===== config.mk =====
export PLATFORM = sky130hd
export DESIGN_NAME = sobel_host_ctrl
export DESIGN_NICKNAME = d
export VERILOG_FILES = /design/src/rtl/sobel_host_ctrl.sv
export SDC_FILE = /design/constraint.sdc
export NUM_CORES = 1
export LEC_CHECK = 0
export CAP_MARGIN = 40
export CORE_MARGIN = 8
export CORE_UTILIZATION = 53
export CTS_CLUSTER_DIAMETER = 100
export DETAILED_ROUTE_END_ITERATION = 12
export PLACE_DENSITY = 0.82
export SYNTH_ARGS = -nofsm -noshare
export SYNTH_HDL_FRONTEND = slang
export SYNTH_SLANG_ARGS = --single-unit

===== constraint.sdc =====
create_clock -name clk_i -period 7.2 [get_ports clk_i]
set_clock_uncertainty 0.1 [all_clocks]
set_input_delay 0.72 -clock clk_i [delete_from_list [all_inputs] [get_ports clk_i]]
set_output_delay 0.72 -clock clk_i [all_outputs]
set_load 0.03 [all_outputs]

===== src/rtl/sobel_host_ctrl.sv =====
// Host-side sequencer for the Sobel subsystem: streams an image into the
// input memory, kicks the execution unit, waits for finish under a watchdog,
// then streams the output memory back out through a 2-entry skid FIFO.
module sobel_host_ctrl #(
   parameter int DATA_WIDTH     = 8,
   parameter int ADDR_WIDTH     = 16,
   parameter int NUM_PIXELS     = 65536,
   parameter int TIMEOUT_CYCLES = 1048576
) (
   input  logic                  clk_i,
   input  logic                  rst_i,
   input  logic                  cmd_start_i,
   input  logic                  cmd_abort_i,
   input  logic                  in_valid_i,
   input  logic [DATA_WIDTH-1:0] in_data_i,
   output logic                  in_ready_o,
   output logic                  wr_en_imem_o,
   output logic [ADDR_WIDTH-1:0] addr_imem_o,
   output logic [DATA_WIDTH-1:0] data_imem_o,
   output logic                  exc_start_o,
   input  logic                  exc_finish_i,
   output logic                  rd_en_omem_o,
   output logic [ADDR_WIDTH-1:0] addr_omem_o,
   input  logic [DATA_WIDTH-1:0] data_omem_i,
   output logic                  out_valid_o,
   output logic [DATA_WIDTH-1:0] out_data_o,
   input  logic                  out_ready_i,
   output logic                  busy_o,
   output logic                  done_o,
   output logic                  err_o
);

   // One extra counter bit lets NUM_PIXELS == 2**ADDR_WIDTH terminate without wrap.
   localparam int CW = ADDR_WIDTH + 1;
   localparam int WW = (TIMEOUT_CYCLES < 2) ? 1 : $clog2(TIMEOUT_CYCLES + 1);
   localparam logic [CW-1:0] NPIX    = CW'(NUM_PIXELS);
   localparam logic [CW-1:0] LAST    = CW'(NUM_PIXELS - 1);
   localparam logic [WW-1:0] WD_LAST = WW'(TIMEOUT_CYCLES - 1);

   typedef enum logic [2:0] {
      S_IDLE, S_LOAD, S_START, S_RUN, S_DRAIN, S_DONE
   } state_e;

   state_e                state_q;
   logic [CW-1:0]         ld_cnt_q, rd_cnt_q, pop_cnt_q;
   logic [WW-1:0]         wd_q;
   logic [DATA_WIDTH-1:0] fifo_q [2];
   logic                  wr_ptr_q, rd_ptr_q;
   logic [1:0]            fifo_cnt_q;
   logic                  inflight_q;
   logic                  in_ready_q, start_q, rd_en_q, busy_q, done_q, err_q;

   logic                  wr_fire, pop, issue;
   logic [1:0]            occ;

   // Handshakes and read-issue decision. Occupancy is taken net of this
   // cycle's pop so a steady ready stream sustains one read per cycle.
   always_comb begin
      wr_fire = in_valid_i & in_ready_q;
      pop     = (fifo_cnt_q != 2'd0) & out_ready_i;
      occ     = fifo_cnt_q + {1'b0, inflight_q} - {1'b0, pop};
      issue   = rd_en_q & (rd_cnt_q < NPIX) & (occ < 2'd2);
   end

   assign in_ready_o   = in_ready_q;
   assign wr_en_imem_o = wr_fire;
   assign addr_imem_o  = ld_cnt_q[ADDR_WIDTH-1:0];
   assign data_imem_o  = in_ready_q ? in_data_i : '0;
   assign exc_start_o  = start_q;
   assign rd_en_omem_o = rd_en_q;
   assign addr_omem_o  = rd_cnt_q[ADDR_WIDTH-1:0];
   assign out_valid_o  = (fifo_cnt_q != 2'd0);
   assign out_data_o   = fifo_q[rd_ptr_q];
   assign busy_o       = busy_q;
   assign done_o       = done_q;
   assign err_o        = err_q;

   // Job sequencer: state, counters, readback FIFO and registered outputs.
   always_ff @(posedge clk_i) begin
      if (rst_i) begin
         state_q    <= S_IDLE;
         ld_cnt_q   <= '0;
         rd_cnt_q   <= '0;
         pop_cnt_q  <= '0;
         wd_q       <= '0;
         fifo_q[0]  <= '0;
         fifo_q[1]  <= '0;
         wr_ptr_q   <= 1'b0;
         rd_ptr_q   <= 1'b0;
         fifo_cnt_q <= 2'd0;
         inflight_q <= 1'b0;
         in_ready_q <= 1'b0;
         start_q    <= 1'b0;
         rd_en_q    <= 1'b0;
         busy_q     <= 1'b0;
         done_q     <= 1'b0;
         err_q      <= 1'b0;
      end else begin
         start_q <= 1'b0;
         done_q  <= 1'b0;
         if (cmd_abort_i && state_q != S_IDLE) begin
            // Abort wins over everything; err_q deliberately left as is.
            state_q    <= S_IDLE;
            in_ready_q <= 1'b0;
            rd_en_q    <= 1'b0;
            busy_q     <= 1'b0;
            ld_cnt_q   <= '0;
            rd_cnt_q   <= '0;
            pop_cnt_q  <= '0;
            wd_q       <= '0;
            wr_ptr_q   <= 1'b0;
            rd_ptr_q   <= 1'b0;
            fifo_cnt_q <= 2'd0;
            inflight_q <= 1'b0;
         end else begin
            case (state_q)
               S_IDLE: begin
                  if (cmd_start_i) begin
                     state_q    <= S_LOAD;
                     in_ready_q <= 1'b1;
                     busy_q     <= 1'b1;
                     err_q      <= 1'b0;
                     ld_cnt_q   <= '0;
                  end
               end
               S_LOAD: begin
                  if (wr_fire) begin
                     ld_cnt_q <= ld_cnt_q + 1'b1;
                     if (ld_cnt_q == LAST) begin
                        state_q    <= S_START;
                        in_ready_q <= 1'b0;
                        start_q    <= 1'b1;
                     end
                  end
               end
               S_START: begin
                  state_q <= S_RUN;
                  wd_q    <= '0;
               end
               S_RUN: begin
                  // Saturate so wd_q != 0 keeps marking "not the first RUN cycle".
                  if (wd_q != '1) wd_q <= wd_q + 1'b1;
                  if (wd_q != '0 && exc_finish_i) begin
                     state_q    <= S_DRAIN;
                     rd_en_q    <= 1'b1;
                     rd_cnt_q   <= '0;
                     pop_cnt_q  <= '0;
                  end else if (TIMEOUT_CYCLES != 0 && wd_q == WD_LAST) begin
                     state_q <= S_IDLE;
                     busy_q  <= 1'b0;
                     err_q   <= 1'b1;
                  end
               end
               S_DRAIN: begin
                  inflight_q <= issue;
                  if (issue) rd_cnt_q <= rd_cnt_q + 1'b1;
                  if (inflight_q) begin
                     fifo_q[wr_ptr_q] <= data_omem_i;
                     wr_ptr_q         <= ~wr_ptr_q;
                  end
                  if (pop) begin
                     rd_ptr_q  <= ~rd_ptr_q;
                     pop_cnt_q <= pop_cnt_q + 1'b1;
                  end
                  fifo_cnt_q <= fifo_cnt_q + {1'b0, inflight_q} - {1'b0, pop};
                  if (pop && pop_cnt_q == LAST) begin
                     state_q <= S_DONE;
                     rd_en_q <= 1'b0;
                     done_q  <= 1'b1;
                  end
               end
               S_DONE: begin
                  state_q <= S_IDLE;
                  busy_q  <= 1'b0;
               end
               default: state_q <= S_IDLE;
            endcase
         end
      end
   end

endmodule

==> run_results.csv <==
group,metric,value,unit
layout,layout_common_cells,"dfxtp_1, clkdlybuf4s50_1, nand3_1",
status,status,"finished clean",
sta,holdWs,0.378,ns
layout,multiInputGateArea,2920,um^2
cts,clock_sinks,103,
worst_setup_path,crit_required,7.40,ns
yosys,synth_compound_area_frac,0.114,
yosys,ys_ff_latch,103,
yosys,synthesis.nets,672,
placed_design,dpl.hpwl,9160,um
layout,nets,698,
route,postRouteAntennaNets,0,
yosys,synth.avg_cell_area,8.70,um^2
layout,syn2layout_area_growth,14.4,%
floorplan,die_h,118,um
cts,post_cts_buffers,0,
sta,slew_headroom,0.558,
yosys,syn_inst,640,
power_and_ir_drop,power.total,1.05,mW
cts,cts_tree,"yes",
floorplan,num_rows,37,
sta,fin_setup_tns,0,ns
worst_setup_path,max_stage_delay,0.49,ns
worst_setup_path,start_kind,"input port",
layout,drive_gt1_frac,0.0551,
worst_setup_path,cp_common_cell,"ha_1",
yosys,synthXorXnorAreaFrac,0.0371,
route,dr.pass1.iters,4,
route,post-route-drc-count,0,
worst_setup_path,cp_cell_sequence,"clkdlybuf4s50_1 > o21a_1 > ha_1 > inv_1 > ha_1 > xnor3_1 > nand4b_1 > a21boi_0 > mux2i_1",
run,maxCapViolations,0,
placed_design,place_ws,3.71,ns
yosys,synth_ff_type,"dfxtp_1",
global_routing,antenna_found_initial,0,
yosys,synth_fa_ha_area_frac,0.0202,
placed_design,portBuffers,78,
yosys,synth.distinct_cells,59,
yosys,synth_top_family_by_area,"simple AND/OR/NAND/NOR gates",
layout,regArea,2220,um^2
floorplan,ioPinCount,79,
sta,fin_crit,3.11,ns
cts,cts_max_level,3,
worst_setup_path,arrival,3.30,ns
yosys,synth_edf_count,16,
global_routing,grt_pass1_vias,4409,
worst_setup_path,critPathSlowestCell,"nand4b_1",
layout,fillerInstances,879,
cts,clockBufferDepth,2,
cts,cts_resized,0,
power_and_ir_drop,p_per_area,165,nW/um^2
min_path,worstHoldPathType,"flop to flop",
floorplan,die-area,14000,um^2
global_routing,grt_usage,0.179,
layout,instances_no_fill,807,
sta,layout_setup_ws,4.09,ns
sta,fin_crit_sh,0.432,
layout,final_common_cell,"dfxtp_1",
route,via_count,4733,
worst_setup_path,cp-end-kind,"flop",
cts,cts_made_buffers,9,
sta,setup_viol,0,
global_routing,grt_max_degree,70,
placed_design,gp_congestion,0.938,
yosys,synthArstFlopShare,0,
cts,cts_root_buf,"clkbuf_8",
sta,rsz0062_at_grt,"no",
route,drt-initial-drc-count,388,
power_and_ir_drop,max-vdd-ir-drop,0.0000995,V
sta,slew_violations,0,
yosys,synthMuxAreaShare,0.0521,
placed_design,dp.cells,791,
floorplan,dieWidth,118,um
yosys,ys_warn_count,0,
layout,n_antenna_cell,0,
route,routed_wl,12700,um
global_routing,grt_pass1_wl,21300,um
route,wl_per_cell,15.8,um
global_routing,gr-total-overflow,0,
sta,fmax,322,MHz
yosys,synth_simple_gate_area_share,0.299,
floorplan,coreArea,10300,um^2
power_and_ir_drop,power.leakage,2.14,nW
cts,clk_pin_slew,0.09,ns
floorplan,start_util,0.542,
worst_setup_path,critPathKind,"input port to flop",
worst_setup_path,crit_fanout,15,
cts,postCtsHoldBufs,0,
cts,clock_latency,0.37,ns
route,viasPerCell,5.86,
sta,worst_pin_slew,0.656,ns
yosys,syn-cell-area,5570,um^2
sta,hold_viol_final,0,
yosys,seq_area_frac_synth,0.399,
-- power breakdown --
part	total, mW	leakage [nW]	internal, mW	switching (mW)
clock	0.379	0.0983	0.183	0.196
combinational	0.0786	1.17	0.0333	0.0453
sequential	0.595	0.867	0.589	0.00646
total	1.05	2.14	0.804	0.248
-- sequential cells by signal, summed over array words and instances, names as in the netlist, named ones only --
| name | flops |
|---|---|
| inflight_q | 1 |
| busy_o | 1 |
| rd_ptr_q | 1 |
| rd_cnt_q | 17 |
| pop_cnt_q | 17 |
| fifo_q | 16 |
| fifo_cnt_q | 2 |
| wr_ptr_q | 1 |
| err_o | 1 |
| in_ready_o | 1 |
| wd_q | 21 |
| exc_start_o | 1 |
| ld_cnt_q | 17 |
| rd_en_omem_o | 1 |
| done_o | 1 |
| state_q | 3 |
-- cells by family (layout without fill, tap and decap cells) --
kind of cell	count (synthesis)	count (layout)
simple gates	299	299
compound gates	103	103
flops	103	103
buf+inv	76	107
mux	28	28
xor+xnor	22	22
fa+ha+maj	9	9
-- Yosys cell counts, types with 10 or more instances --
| cell | n | area share |
|---|---|---|
| edfxtp_1 | 16 | 0.086 |
| nand3b_1 | 18 | 0.024 |
| and4_1 | 13 | 0.020 |
| mux2i_1 | 20 | 0.036 |
| and3_1 | 16 | 0.018 |
| buf_2 | 10 | 0.0090 |
| nor3_1 | 10 | 0.0090 |
| inv_1 | 10 | 0.0067 |
| xor2_1 | 13 | 0.020 |
| buf_4 | 34 | 0.046 |
| or3_1 | 11 | 0.012 |
| nor2_1 | 39 | 0.026 |
| dfxtp_1 | 87 | 0.31 |
| nand2_1 | 46 | 0.031 |
| and2_1 | 32 | 0.036 |
| o21ai_0 | 19 | 0.017 |
| a21oi_1 | 48 | 0.043 |
| nand3_1 | 59 | 0.053 |
| nand4_1 | 17 | 0.019 |
| clkbuf_1 | 19 | 0.013 |
-- stage by stage --
stage	utilization	cell area, um^2
2_1_floorplan	-	5570
3_3_place_gp	0.598	6150
3_5_place_dp	0.599	6160
4_1_cts	0.619	6370
5_1_grt	0.619	6370
6_report	0.619	6370
-- final cells by class --
| class | instances | share of cell area |
|---|---|---|
| Inverter | 10 | 0.00590 |
| Timing Repair Buffer | 81 | 0.127 |
| Sequential cell | 103 | 0.349 |
| Clock buffer | 12 | 0.0246 |
| Clock inverter | 4 | 0.00806 |
| Multi-Input combinational cell | 461 | 0.459 |
| Tap cell | 136 | 0.0267 |
-- final timing paths --
path                                    from                    endpoint  slack, ns  cells past startpoint
setup / recovery                 out_ready_i    rd_cnt_q[7]$_SDFFE_PP0P_       4.09                      9
hold / removal    pop_cnt_q[16]$_SDFFE_PP0P_  pop_cnt_q[16]$_SDFFE_PP0P_       0.38                      2
setup reg to reg     state_q[1]$_SDFFE_PP0P_  pop_cnt_q[15]$_SDFFE_PP0P_       4.31                      6
hold reg to reg   pop_cnt_q[16]$_SDFFE_PP0P_  pop_cnt_q[16]$_SDFFE_PP0P_       0.38                      2
-- routing by layer --
layer  vias up  part of all wire  track usage
li1       2342                 -            -
met1      2246              0.45        0.226
met2       129              0.47        0.295
met3        16             0.058       0.0390
met4         0             0.017       0.0696
met5         -                 0            0
-- critical path: cells and delay by family --
kind	cells	cell delay, ns
AOI/OAI and AO/OA	2	0.60
adders and majority gates	2	0.49
and+or+nand+nor	1	0.49
buffers and inverters	2	0.48
xor gates and xnor gates	1	0.30
muxes	1	0.23
Power figures use the tool's default switching activity.
